===== src/rtl/sprite_address_gen.sv =====
// rtl/sprite_address_gen.sv - per-pixel sprite ROM address generator with 2-stage pipeline
//
// Purpose:
//   Decodes a 32-bit sprite descriptor, tests the current pixel against the
//   SPRITE_W x SPRITE_H sprite box and produces sprite memory addresses.
//   Stage 1 captures the pixel offsets, the hit flag, the sprite index and a
//   last-sample flag. Stage 2 forms the final address. An FSM (IDLE, ACTIVE,
//   WAIT) accepts exactly SPRITE_W samples per sprite.
//   All registers update on the falling edge of clk_pixel.
//
// Optional feature macro: SPRITE_MIRROR_EN
//   When defined, descriptor bit 29 mirrors the sprite horizontally and
//   bit 30 mirrors it vertically. When undefined, both bits are ignored.
//
// Ports:
//   clk_pixel        in   pixel clock; the falling edge is active
//   reset            in   synchronous, active-high reset
//   pixel_x          in   current screen column
//   pixel_y          in   current screen line
//   sprite_datas     in   [28:19] x, [18:9] y, [8:0] index, [29] mirror-h, [30] mirror-v
//   sprite_on        in   request to generate addresses for this sprite
//   memory_address   out  registered sprite memory address
//   addr_valid       out  memory_address belongs to an accepted sample
//   counter_finished out  one-cycle pulse alongside the last sample's output

module sprite_address_gen #(
  parameter int SIZE_X       = 10,
  parameter int SIZE_Y       = 10,
  parameter int SIZE_ADDRESS = 14,
  parameter int SPRITE_W     = 20,
  parameter int SPRITE_H     = 20,
  parameter logic [SIZE_ADDRESS-1:0] BG_ADDRESS = SIZE_ADDRESS'((2**SIZE_ADDRESS) - 1)
) (
  input  logic                    clk_pixel,
  input  logic                    reset,
  input  logic [SIZE_X-1:0]       pixel_x,
  input  logic [SIZE_Y-1:0]       pixel_y,
  input  logic [31:0]             sprite_datas,
  input  logic                    sprite_on,
  output logic [SIZE_ADDRESS-1:0] memory_address,
  output logic                    addr_valid,
  output logic                    counter_finished
);

  // Comparison widths carry one extra bit so that sx+SPRITE_W cannot wrap
  // when the box hangs off the right or bottom edge of the screen.
  localparam int XW   = ((SIZE_X > 10) ? SIZE_X : 10) + 1;
  localparam int YW   = ((SIZE_Y > 10) ? SIZE_Y : 10) + 1;
  localparam int CW   = $clog2(SPRITE_W);
  localparam int RW   = (SPRITE_H > 1) ? $clog2(SPRITE_H) : 1;
  localparam int CNTW = $clog2(SPRITE_W);

  typedef enum logic [1:0] {
    IDLE   = 2'd0,
    ACTIVE = 2'd1,
    WAIT   = 2'd2
  } state_t;

  state_t          state;
  logic [CNTW-1:0] counter;

  // Stage 1 registers
  logic          s1_valid;
  logic          s1_hit;
  logic          s1_last;
  logic [CW-1:0] s1_col;
  logic [RW-1:0] s1_row;
  logic [8:0]    s1_index;

  // Combinational decode of the current pixel against the descriptor
  logic [XW-1:0]           px_e;
  logic [XW-1:0]           sx_e;
  logic [YW-1:0]           py_e;
  logic [YW-1:0]           sy_e;
  logic [XW-1:0]           dx;
  logic [YW-1:0]           dy;
  logic                    hit_n;
  logic [CW-1:0]           col_n;
  logic [RW-1:0]           row_n;
  logic                    sample;
  logic                    last_n;
  logic [SIZE_ADDRESS-1:0] addr_n;

  // Bit 31 is reserved; bits 30:29 only matter in the mirrored build.
  logic unused_bits;
  assign unused_bits = ^sprite_datas[31:29];

  always_comb begin
    px_e  = XW'(pixel_x);
    sx_e  = XW'(sprite_datas[28:19]);
    py_e  = YW'(pixel_y);
    sy_e  = YW'(sprite_datas[18:9]);
    dx    = px_e - sx_e;
    dy    = py_e - sy_e;
    hit_n = (px_e >= sx_e) && (px_e < sx_e + XW'(SPRITE_W)) &&
            (py_e >= sy_e) && (py_e < sy_e + YW'(SPRITE_H));
`ifdef SPRITE_MIRROR_EN
    col_n = sprite_datas[29] ? (CW'(SPRITE_W - 1) - CW'(dx)) : CW'(dx);
    row_n = sprite_datas[30] ? (RW'(SPRITE_H - 1) - RW'(dy)) : RW'(dy);
`else
    col_n = CW'(dx);
    row_n = RW'(dy);
`endif
    sample = sprite_on && ((state == IDLE) || (state == ACTIVE));
    last_n = (state == ACTIVE) && (counter == CNTW'(SPRITE_W - 1));
    // Full 32-bit product/sum, then truncated to the memory address width
    addr_n = SIZE_ADDRESS'(32'(s1_index) * 32'(SPRITE_W * SPRITE_H) +
                           32'(s1_row) * 32'(SPRITE_W) + 32'(s1_col));
  end

  always_ff @(negedge clk_pixel) begin
    if (reset) begin
      state            <= IDLE;
      counter          <= '0;
      s1_valid         <= 1'b0;
      s1_hit           <= 1'b0;
      s1_last          <= 1'b0;
      s1_col           <= '0;
      s1_row           <= '0;
      s1_index         <= '0;
      memory_address   <= BG_ADDRESS;
      addr_valid       <= 1'b0;
      counter_finished <= 1'b0;
    end else begin
      // Stage 2: turn the stage-1 sample into the output address
      if (s1_valid) begin
        memory_address   <= s1_hit ? addr_n : BG_ADDRESS;
        addr_valid       <= 1'b1;
        counter_finished <= s1_last;
      end else begin
        memory_address   <= BG_ADDRESS;
        addr_valid       <= 1'b0;
        counter_finished <= 1'b0;
      end

      // Stage 1: capture the pixel on each sample edge
      s1_valid <= sample;
      s1_last  <= sample && last_n;
      if (sample) begin
        s1_hit   <= hit_n;
        s1_col   <= col_n;
        s1_row   <= row_n;
        s1_index <= sprite_datas[8:0];
      end

      // Sample sequencing
      case (state)
        IDLE: begin
          if (sprite_on) begin
            counter <= CNTW'(1);
            state   <= ACTIVE;
          end
        end
        ACTIVE: begin
          if (!sprite_on) begin
            // Aborted sprite: drop back without a finished pulse
            counter <= '0;
            state   <= IDLE;
          end else if (last_n) begin
            counter <= '0;
            state   <= WAIT;
          end else begin
            counter <= counter + CNTW'(1);
          end
        end
        WAIT: begin
          // Holding sprite_on high must not start another sprite
          if (!sprite_on) begin
            state <= IDLE;
          end
        end
        default: begin
          counter <= '0;
          state   <= IDLE;
        end
      endcase
    end
  end

endmodule


===== config.mk =====
export PLATFORM = sky130hd
export DESIGN_NAME = sprite_address_gen
export DESIGN_NICKNAME = d
export VERILOG_FILES = /design/src/rtl/sprite_address_gen.sv
export SDC_FILE = /design/constraint.sdc
export NUM_CORES = 1
export LEC_CHECK = 0
export ABC_CLOCK_PERIOD_IN_PS = 3240
export BUFFER_PORTS_ARGS = -buffer_cell sky130_fd_sc_hd__buf_2
export CAP_MARGIN = 10
export CORE_UTILIZATION = 50
export CTS_CLUSTER_DIAMETER = 80
export CTS_CLUSTER_SIZE = 14
export DETAILED_ROUTE_END_ITERATION = 12
export GPL_ROUTABILITY_DRIVEN = 0
export PLACE_DENSITY = 0.8
export SLEW_MARGIN = 20
export SYNTH_ARGS = -nofsm -noshare
export SYNTH_HDL_FRONTEND = slang
export SYNTH_SLANG_ARGS = --single-unit

===== constraint.sdc =====
create_clock -name clk_pixel -period 3.24 [get_ports clk_pixel]
set_clock_uncertainty 0.1 [all_clocks]
set_input_delay 0.648 -clock clk_pixel [delete_from_list [all_inputs] [get_ports clk_pixel]]
set_output_delay 0.648 -clock clk_pixel [all_outputs]
set_load 0.05 [all_outputs]

======== Yosys cells after proc, flatten, opt, wreduce, memory -nomap -nowiden ========
Cells that the tools add are included.
Widths: inputs -> output; s select.
word-level totals
  register bits ........................... 45
  latch bits .............................. 0
  RAM bits ................................ 0
  bits in read-only memories .............. 0
  bits of input ports ..................... 55
  word-level logic and storage cells ...... 55
  memories kept ........................... 0
cells by class
  $add $sub $neg .......................... 7
  $mul .................................... 2
  divide/modulo/power cells ............... 0
  magnitude comparators ................... 4
  equality and inequality tests ........... 6
  shift-type cells ........................ 0
  mux-type cells .......................... 10
  bitwise gates (word level) .............. 3
  reductions and logical operators ........ 12
operators with widths
  kind                   number
  $add 10x5->11 const B  2
  $lt 10x11->1           2
  $ge 10x10->1           2
  $mux 5                 3
  $pmux 5 s3             1
  $add 14x10->14         1
  $add 14x5->14          1
  $mul 9x5->10 const B   1
  $sub 5x5->5            2
  $mul 5x3->8 const B    1
  $mux 2                 4
  $logic_and 1x1->1      6
  $pmux 2 s3             1
  $add 5x1->5 const B    1
  $eq 5x5->1 const B     1
  $ne 2x2->1 const B     2
  $ne 3x3->1 const B     1
  $not 1->1              3
  $reduce_and 3->1       1
  $reduce_or 3->1        1
  $eq 2x1->1 const B     1
  $eq 2x2->1 const B     1
  $logic_not 2->1        1
  $reduce_and 2->1       1
  other kinds (3)        3

======== Depth between registers and ports, before layout ========
Gate-level depths: netlist of the first run.
  depth in word-level cells ............... 5
  gate-level depth with buffers ........... 14

==> impl_metrics.yaml, run 1 <==
run_status:
  outcome: "finished, violations left"
  violations: "setup timing"
clock_network:
  postCtsHoldBufs: 0
  cts_tree: "built"
  clkTransAtPathRegs_ps: 40
  clock-sinks: 45
  cts_root_buf: "clkbuf_8"
  htree_levels: 2
  cts_buffers: 5
  clockBufferDepth: 2
  clkLatencyLatePin_ps: 380
floorplanning:
  initial_core_util_pct: 51.6
  std_cell_rows: 31
  die_y_um: 88.5
  io_pins: 71
  core-area_sq_mm: 0.00725
  dieWidth_um: 88.5
  fp.dieArea_sq_mm: 0.00783
logic_synthesis:
  ys_async_sr_fraction_pct: 0
  synthFlopType: "dfxtp_1"
  synth_cells: 433
  synth_xor_area_share_pct: 8.19
  ys_ff_latch: 45
  synth_mux_area_share_pct: 0.301
  synth_warnings: 0
  syn-num-nets: 574
  avgSynthCellArea_sq_um: 8.64
  synth_compound_area_share_pct: 14.9
  synthAdderAreaFrac_pct: 30.6
  yosysUniqueCellTypes: 46
  synth-edff-count: 0
  yosys.area_share.simple_pct: 16.5
  synth_top_family_by_area: "adder cells"
  netlist_area_sq_mm: 0.00374
  seq_area_frac_synth_pct: 24.1
pwr:
  power_density_mw_per_mm2: 351
  leakage_nw: 2.78
  peakVddDrop_mv: 0.188
  power_w: 0.00194
finish:
  syn2layout_area_growth_pct: 47.4
  antenna-diode-count: 0
  finalNonFillerCells: 709
  layout.nets: 750
  fin_area_sq_mm: 0.00552
  layout_common_cells: "75 x inv_1, 62 x buf_4, 60 x ha_1, 47 x nand2_1, 42 x buf_2"
  fin_util_pct: 76.1
  drive_gt1_share_pct: 33.6
  final_common_cell: "inv_1"
worst_setup_path:
  worstSetupPathType: "primary input to flop"
  crit_fanout: 3
  crit_chain: "buf_8 > ha_4 > o2111ai_4 > xnor2_1 > ha_1 > a21oi_1 > nor2b_1 > o22ai_1 > nand4_1 > or4_1 > o41ai_2"
  cpMaxStageDelayCell: "or4_1"
  worst_ep_required_time_ps: 1790
  critical_path.max_stage_delay_ps: 410
  worstSetupStartpointType: "primary input"
  cp.arrival_ps: 2600
  end_kind: "flop"
route:
  wl_met3_um: 236
  wl_per_cell_um: 13.8
  post-route-drc-count: 0
  routed_wirelength_um: 9770
  dr_wl_met2_um: 5570
  antenna_left: 0
  via_per_inst: 5.18
  highest_layer: "met4"
  drtIter0Drc: 129
  firstDrtPassIters: 4
  m1WireLength_um: 3770
  via_count: 3670
global_routing:
  antenna_found_initial: 0
  grt_max_degree: 28
  overflow: 0
  grtUsageTotal_pct: 24.2
  grt_pass1_wl_um: 15000
  grt_pass1_vias: 3700
sta:
  relSlewSlack_pct: 67.2
  rsz0062_at_grt: "true"
  finalSetupViolCount: 7
  fin_setup_tns_ps: -1550
  drv_slew: 0
  tightest_slew_ps: 489
  setup_ws_ps: -807
  hold_violations: 0
place:
  place_area_sq_mm: 0.00481
  dp_cells: 652
  portBuffers: 67
  dp.final_hpwl_um: 6890
min_path:
  hold_class: "flop to flop"
run:
  maxCapViolations: 0
==> routing by layer <==
metal | global-route usage [%] | vias to the layer above
met5 | 0 | -
met4 | 10.6 | 0
met3 | 4.85 | 19
met2 | 46.7 | 97
met1 | 25.2 | 1708
li1 | - | 1846
==> logic make-up (layout without fill, tap and decap cells) <==
family                   after synthesis  count (layout)
AO/OA/AOI/OAI                         91              91
XOR/XNOR                              35              35
adder cells (fa/ha/maj)               86              86
buffers and inverters                 48             225
flip-flops                            45              45
multiplexers                           1               1
AND/OR/NAND/NOR                      127             127
==> worst paths after layout <==
check                                       from                 end  slack (ps)  cells after the start
worst max-delay path            sprite_datas[11]              s1_hit        -810                     11
worst min-delay path                     s1_last    counter_finished         330                      1
worst max register to register       s1_index[1]  memory_address[12]        -100                     14
worst min register to register           s1_last    counter_finished         330                      1
==> per-stage QoR <==
step	setup slack (ps)	hold slack, ps
after floorplan	-927	306
after global placement	-1130	327
after detailed placement	-1210	330
after CTS	-795	335
after global routing	-919	362
final	-807	333
==> cell type report <==
class	count	area, sq um
clock buffers	5	68.8
inverters	38	190
clock inverters	48	211
well taps	99	124
repair buffers	134	1040
multi-input cells	340	2970
fillers	487	1740
flip-flops and latches	45	916
==> cells in the mapped netlist (3+ instances only) <==
library cell / n / area, sq um
a211oi_1: 4 / 30.0
a21o_1: 6 / 45.0
a21oi_1: 42 / 210
a31oi_1: 3 / 18.8
and2_1: 4 / 25.0
clkbuf_1: 6 / 22.5
dfxtp_1: 45 / 901
fa_1: 9 / 180
ha_1: 77 / 963
inv_1: 39 / 146
nand2_1: 47 / 176
nand2b_1: 11 / 68.8
nand3_1: 7 / 35.0
nand3b_1: 4 / 30.0
nand4_1: 7 / 43.8
nor2_1: 25 / 93.8
nor2b_1: 8 / 50.1
nor3_1: 6 / 30.0
o2111ai_1: 3 / 26.3
o21ai_0: 19 / 95.1
xnor2_1: 23 / 201
xor2_1: 12 / 105
==> worst max-delay path, delay by kind of cell <==
kind                     cells  cell delay (ps)
AND/OR/NAND/NOR              3              550
buffers and inverters        1              100
XOR/XNOR                     1              100
AO/OA/AOI/OAI                4              700
adder cells (fa/ha/maj)      2              480
==> timing repair <==
item | 4_1_cts | 5_1_grt
buffers inserted | 4 | 1
pin swaps | 12 | 22
gates resized for setup | 56 | 42
setup endpoints to repair | 25 | 25
==> sequential cells by signal, indices dropped and copies added, names as in the netlist <==
| register | cells |
|---|---|
| memory_address | 14 |
| s1_index | 9 |
| counter | 5 |
| s1_col | 5 |
| s1_row | 5 |
| state | 2 |
| addr_valid | 1 |
| counter_finished | 1 |
| s1_hit | 1 |
| s1_last | 1 |
| s1_valid | 1 |
==> where the power goes <==
group          switching [W]  internal [W]  leakage [nW]
Sequential         0.0000205      0.000579         0.366
Clock               0.000350      0.000304         0.299
Combinational       0.000332      0.000352          2.12
Total               0.000702       0.00123          2.78
(Power assumes the default switching activity.)
==> inputs of run 2 (changes only) <==
--- a/config.mk
+++ b/config.mk
@@ -7,5 +7,5 @@
 export LEC_CHECK = 0
+export ABC_AREA = 1
 export ABC_CLOCK_PERIOD_IN_PS = 3240
 export BUFFER_PORTS_ARGS = -buffer_cell sky130_fd_sc_hd__buf_2
-export CAP_MARGIN = 10
 export CORE_UTILIZATION = 50
==> constraint.sdc (replaced) <==
create_clock -name clk_pixel -period 3.24 [get_ports clk_pixel]
set_clock_uncertainty 0.1 [all_clocks]
set_input_delay 0.162 -clock clk_pixel [delete_from_list [all_inputs] [get_ports clk_pixel]]
set_output_delay 0.162 -clock clk_pixel [all_outputs]
set_load 0.05 [all_outputs]
==> impl_metrics.yaml, run 2 <==
logic_synthesis:
  seq_area_frac_synth_pct: 23.5
  synth_compound_area_share_pct: 12.1
  ys_ff_latch: 45
  synth_top_family_by_area: "adder cells"
  avgSynthCellArea_sq_um: 7.62
  synthAdderAreaFrac_pct: 29.8
  synthTopCellsByCount: "82 x nand2_1, 77 x ha_1, 68 x inv_1, 45 x dfxtp_1, 43 x nor2_1"
  synth_top_area_share_pct: 25.1
  synth_cells: 504
  synth_warnings: 0
  ys_async_sr_fraction_pct: 0
  yosys.area_share.simple_pct: 19.6
  synth_mux_area_share_pct: 0
  synth.area.top_cells: "ha_1 25%, dfxtp_1 23%, nand2_1 8.0%, inv_1 6.6%, xor2_1 5.5%"
  netlist_area_sq_mm: 0.00384
  synthFlopType: "dfxtp_1"
  syn-num-nets: 645
  synth_most_common_cell: "nand2_1"
  synth-edff-count: 0
  synth_xor_area_share_pct: 7.04
  yosysUniqueCellTypes: 39
  yosysTopAreaCell: "ha_1"
place:
  dp_slack_ps: -429
  dp.final_hpwl_um: 6770
  portBuffers: 67
global_routing:
  grt_pass1_wl_um: 14600
  antenna_found_initial: 0
  grtUsageTotal_pct: 23.2
  grt_pass1_vias: 3595
  overflow: 0
  grt_max_degree: 20
sta:
  drv_slew: 0
  relSlewSlack_pct: 67.7
  fin_setup_tns_ps: -15.7
  tightest_slew_ps: 480
  hold_violations: 0
  whs_ps: 327
  finalSetupViolCount: 1
  rsz0062_at_grt: "true"
  setup_ws_ps: -15.7
worst_setup_path:
  crit_fanout: 3
  worst-path-buf-inv: 2
  end_kind: "flop"
  worstSetupPathType: "primary input to flop"
  worst_ep_required_time_ps: 1830
  crit_chain: "buf_2 > inv_1 > o21ai_1 > nand3_1 > nor3_2 > xor2_1 > ha_1 > nand4_1 > nand3_1 > nor2_1 > nand2_1 > a21oi_2"
  crit_family: "simple AND/OR/NAND/NOR gates"
  cp.arrival_ps: 1850
  critical_path.max_stage_delay_ps: 300
  worstSetupStartpointType: "primary input"
  cpMaxStageDelayCell: "ha_1"
  cp_common_cell: "nand3_1"
finish:
  reg_top3: "memory_address x14, s1_index x9"
  fin_util_pct: 70.4
  drive_gt1_share_pct: 25.5
  syn2layout_area_growth_pct: 34.4
  layout_common_cells: "110 x inv_1, 79 x nand2_1, 63 x ha_1, 63 x buf_2, 42 x dfxtp_1"
  top_register: "memory_address"
  largest_register_ffs: 14
  layout.nets: 798
  antenna-diode-count: 0
  final_common_cell: "inv_1"
clock_network:
  clockBufferDepth: 2
  htree_levels: 2
  postCtsHoldBufs: 0
  cts_tree: "built"
  clkLatencyLatePin_ps: 390
  cts_buffers: 5
  clkTransAtPathRegs_ps: 40
  cts_root_buf: "clkbuf_8"
  clock-sinks: 45
floorplanning:
  std_cell_rows: 31
  initial_core_util_pct: 52.4
  io_pins: 71
  core-area_sq_mm: 0.00733
  fp.dieArea_sq_mm: 0.00803
  die_y_um: 89.6
  dieWidth_um: 89.6
route:
  antenna_left: 0
  via_per_inst: 5.11
  drtIter0Drc: 136
  via_count: 3869
  wl_per_cell_um: 13.0
  routed_wirelength_um: 9810
  firstDrtPassIters: 4
  post-route-drc-count: 0
pwr:
  leakage_nw: 2.80
  power_density_mw_per_mm2: 402
  peakVddDrop_mv: 0.194
run_status:
  outcome: "finished, violations left"
  violations: "setup timing"
min_path:
  hold_class: "flop to flop"
run:
  maxCapViolations: 0
[run 2: worst paths after layout]
| check | from | to | slack [ps] | cells after the start |
|---|---|---|---|---|
| max reg2reg | s1_index[1] | memory_address[11] | 60 | 15 |
| min | s1_col[0] | memory_address[0] | 330 | 2 |
| min reg2reg | s1_col[0] | memory_address[0] | 330 | 2 |
| max | sprite_datas[13] | s1_hit | -20 | 12 |
[run 2: repair_timing]
| action | CTS | global route |
|---|---|---|
| resized for setup | 7 | 43 |
| setup buffers | 1 | 4 |
| setup endpoints to repair | 5 | 4 |
| pin swaps | 5 | 38 |
[run 2: stage by stage]
| step | cells | power (W) | instance area [sq um] |
|---|---|---|---|
| 2_1_floorplan | 504 | 0.00114 | 3860 |
| 3_3_place_gp | 700 | 0.00132 | 4570 |
| 3_5_place_dp | 700 | 0.00136 | 4570 |
| 4_1_cts | 753 | 0.00199 | 4920 |
| 5_1_grt | 757 | 0.00225 | 5160 |
| 6_report | 757 | 0.00208 | 5160 |
[run 2: power breakdown]
part | internal (W) | switching, W
logic | 0.000362 | 0.000435
clock network | 0.000309 | 0.000367
registers | 0.000581 | 0.0000236
total | 0.00125 | 0.000826
[run 2: worst register-to-register path: stages, from the launching register on]
cell	delay [ps]
dfxtp_4	360
ha_4	290
ha_4	210
ha_4	270
inv_1	60
fa_1	500
inv_2	50
ha_4	220
ha_4	280
nand2_1	60
inv_1	60
nand3_1	90
o211ai_1	160
buf_4	170
xor2_1	130
nand2_1	60
[run 2: cells by family (layout without fill, tap and decap cells)]
group / Yosys count / after routing
AO/OA/AOI/OAI: 84 / 84
XOR/XNOR: 30 / 30
adder cells (fa/ha/maj): 86 / 86
buffers and inverters: 82 / 236
flip-flops: 45 / 45
AND/OR/NAND/NOR: 177 / 177
[run 2: layer usage]
layer,up-vias,share of wire (%),track usage [%]
met5,-,0,0
met4,0,3.4,13.1
met3,36,3.8,5.48
met2,111,53,42.4
met1,1755,39,24.5
li1,1967,-,-
[run 2: cell type report]
cell class / instances / area (sq um)
multi-input cells: 377 / 2880
inverters: 75 / 282
flip-flops and latches: 45 / 907
fillers: 558 / 2170
clock buffers: 5 / 68.8
repair buffers: 108 / 679
clock inverters: 48 / 219
well taps: 99 / 124
==> inputs of run 3 (changes only) <==
- ABC_CLOCK_PERIOD_IN_PS: 3240 -> default
- CORE_UTILIZATION: 50 -> 51
- PLACE_DENSITY: 0.8 -> 0.81
- SETUP_SLACK_MARGIN: default -> 0.2
==> impl_metrics.yaml, run 3 (synthesized netlist as in run 2, its figures left out) <==
run_status:
  outcome: "completed"
place:
  dp_cells: 697
  portBuffers: 67
  place_area_sq_mm: 0.00458
  dp_slack_ps: -399
  dp.final_hpwl_um: 6830
clock_network:
  clkLatencyLatePin_ps: 390
  cts_buffers: 5
  clock-sinks: 45
  clkTransAtPathRegs_ps: 40
  cts_root_buf: "clkbuf_8"
  cts_tree: "built"
  htree_levels: 2
  clockBufferDepth: 2
worst_setup_path:
  cp.arrival_ps: 1800
  crit_family: "simple AND/OR/NAND/NOR gates"
  worstSetupStartpointType: "primary input"
  cp.depth: 14
  crit_chain: "buf_8 > ha_4 > nor2_4 > nor2_4 > xor2_1 > ha_1 > a21o_1 > nor2_1 > nand2_1 > nand2_1 > nand3_1 > nor2_1 > nand2_1 > a21oi_2"
  cpMaxStageDelayCell: "ha_1"
  worst_ep_required_time_ps: 1820
  cp_common_cell: "nand2_1"
  critical_path.max_stage_delay_ps: 330
  worst-path-buf-inv: 1
  crit_fanout: 3
  end_kind: "flop"
  worstSetupPathType: "primary input to flop"
  r2r.worst_path.cells: 17
finish:
  fin_area_sq_mm: 0.00514
  drive_gt1_share_pct: 25.9
  top_register: "memory_address"
  final_common_cell: "inv_1"
  reg_top3: "memory_address x14, s1_index x9"
  layout_common_cells: "108 x inv_1, 79 x nand2_1, 63 x buf_2, 61 x ha_1, 43 x dfxtp_1"
  largest_register_ffs: 14
  finalNonFillerCells: 752
  antenna-diode-count: 0
  layout.nets: 793
  syn2layout_area_growth_pct: 33.8
floorplanning:
  die_y_um: 88.8
  std_cell_rows: 31
  core-area_sq_mm: 0.00725
  dieWidth_um: 88.8
  initial_core_util_pct: 52.9
  io_pins: 71
  fp.dieArea_sq_mm: 0.00788
sta:
  setup_ws_ps: 23.2
  tightest_slew_ps: 486
  drv_slew: 0
  rsz0062_at_grt: "true"
  fin_setup_tns_ps: 0
  relSlewSlack_pct: 67.3
  finalSetupViolCount: 0
  hold_violations: 0
route:
  antenna_left: 0
  post-route-drc-count: 0
  via_per_inst: 5.16
  via_count: 3877
  wl_per_cell_um: 12.8
  drtIter0Drc: 134
  routed_wirelength_um: 9620
  firstDrtPassIters: 7
pwr:
  peakVddDrop_mv: 0.186
  power_density_mw_per_mm2: 401
  leakage_nw: 2.77
min_path:
  hold_depth: 2
  hold_class: "flop to flop"
global_routing:
  antenna_found_initial: 0
  overflow: 0
  grt_max_degree: 20
  grt_pass1_vias: 3738
  grt_pass1_wl_um: 15400
  grtUsageTotal_pct: 25.2
run:
  maxCapViolations: 0
-- run 3: changes by cell type in the layout (fill, tap and decap cells not counted), sizes merged --
cell | previous run | this run
buf | 108 | 103
-- run 3: power by group --
part	leakage [nW]	internal, W	switching, W
clock network	0.299	0.000304	0.000354
logic	2.10	0.000364	0.000436
registers	0.370	0.000581	0.0000231
-- run 3: stage by stage --
stage	hold slack (ps)	power, W	util, %
3_3_place_gp	320	0.00133	63.1
4_1_cts	343	0.00198	69.1
6_report	346	0.00206	70.8
5_1_grt	344	0.00224	70.8
3_5_place_dp	333	0.00136	63.1
2_1_floorplan	306	0.00116	-
-- run 3: routing by layer --
metal	GRT usage, %	wire length, um
met5	0	0
met4	12.6	320
met1	26.6	3870
met2	46.9	5000
met3	5.50	431
-- run 3: worst reg2reg max path: cells and delay by family (launching register included) --
kind / cells / cell delay, ps
flip-flops: 1 / 360
AO/OA/AOI/OAI: 2 / 180
buffers and inverters: 3 / 150
AND/OR/NAND/NOR: 6 / 410
adder cells (fa/ha/maj): 6 / 1760
-- run 3: cell type report --
type	count	area (sq um)
clock inverters	48	211
well taps	99	124
multi-input cells	377	2900
repair buffers	103	638
fillers	549	2120
flip-flops and latches	45	908
clock buffers	5	68.8
inverters	75	282
-- run 3: path summary, 6_finish.rpt --
| check | from | to | slack (ps) |
|---|---|---|---|
| min | s1_col[0] | memory_address[0] | 350 |
| max | sprite_datas[21] | s1_hit | 20 |
| max reg2reg | s1_index[1] | memory_address[12] | 140 |
| min reg2reg | s1_col[0] | memory_address[0] | 350 |
-- run 3: timing repair --
action,in CTS,in global routing
pin swaps,15,22
hold buffers,0,0
resized for setup,26,23
setup endpoints to repair,5,6
buffers inserted,2,1
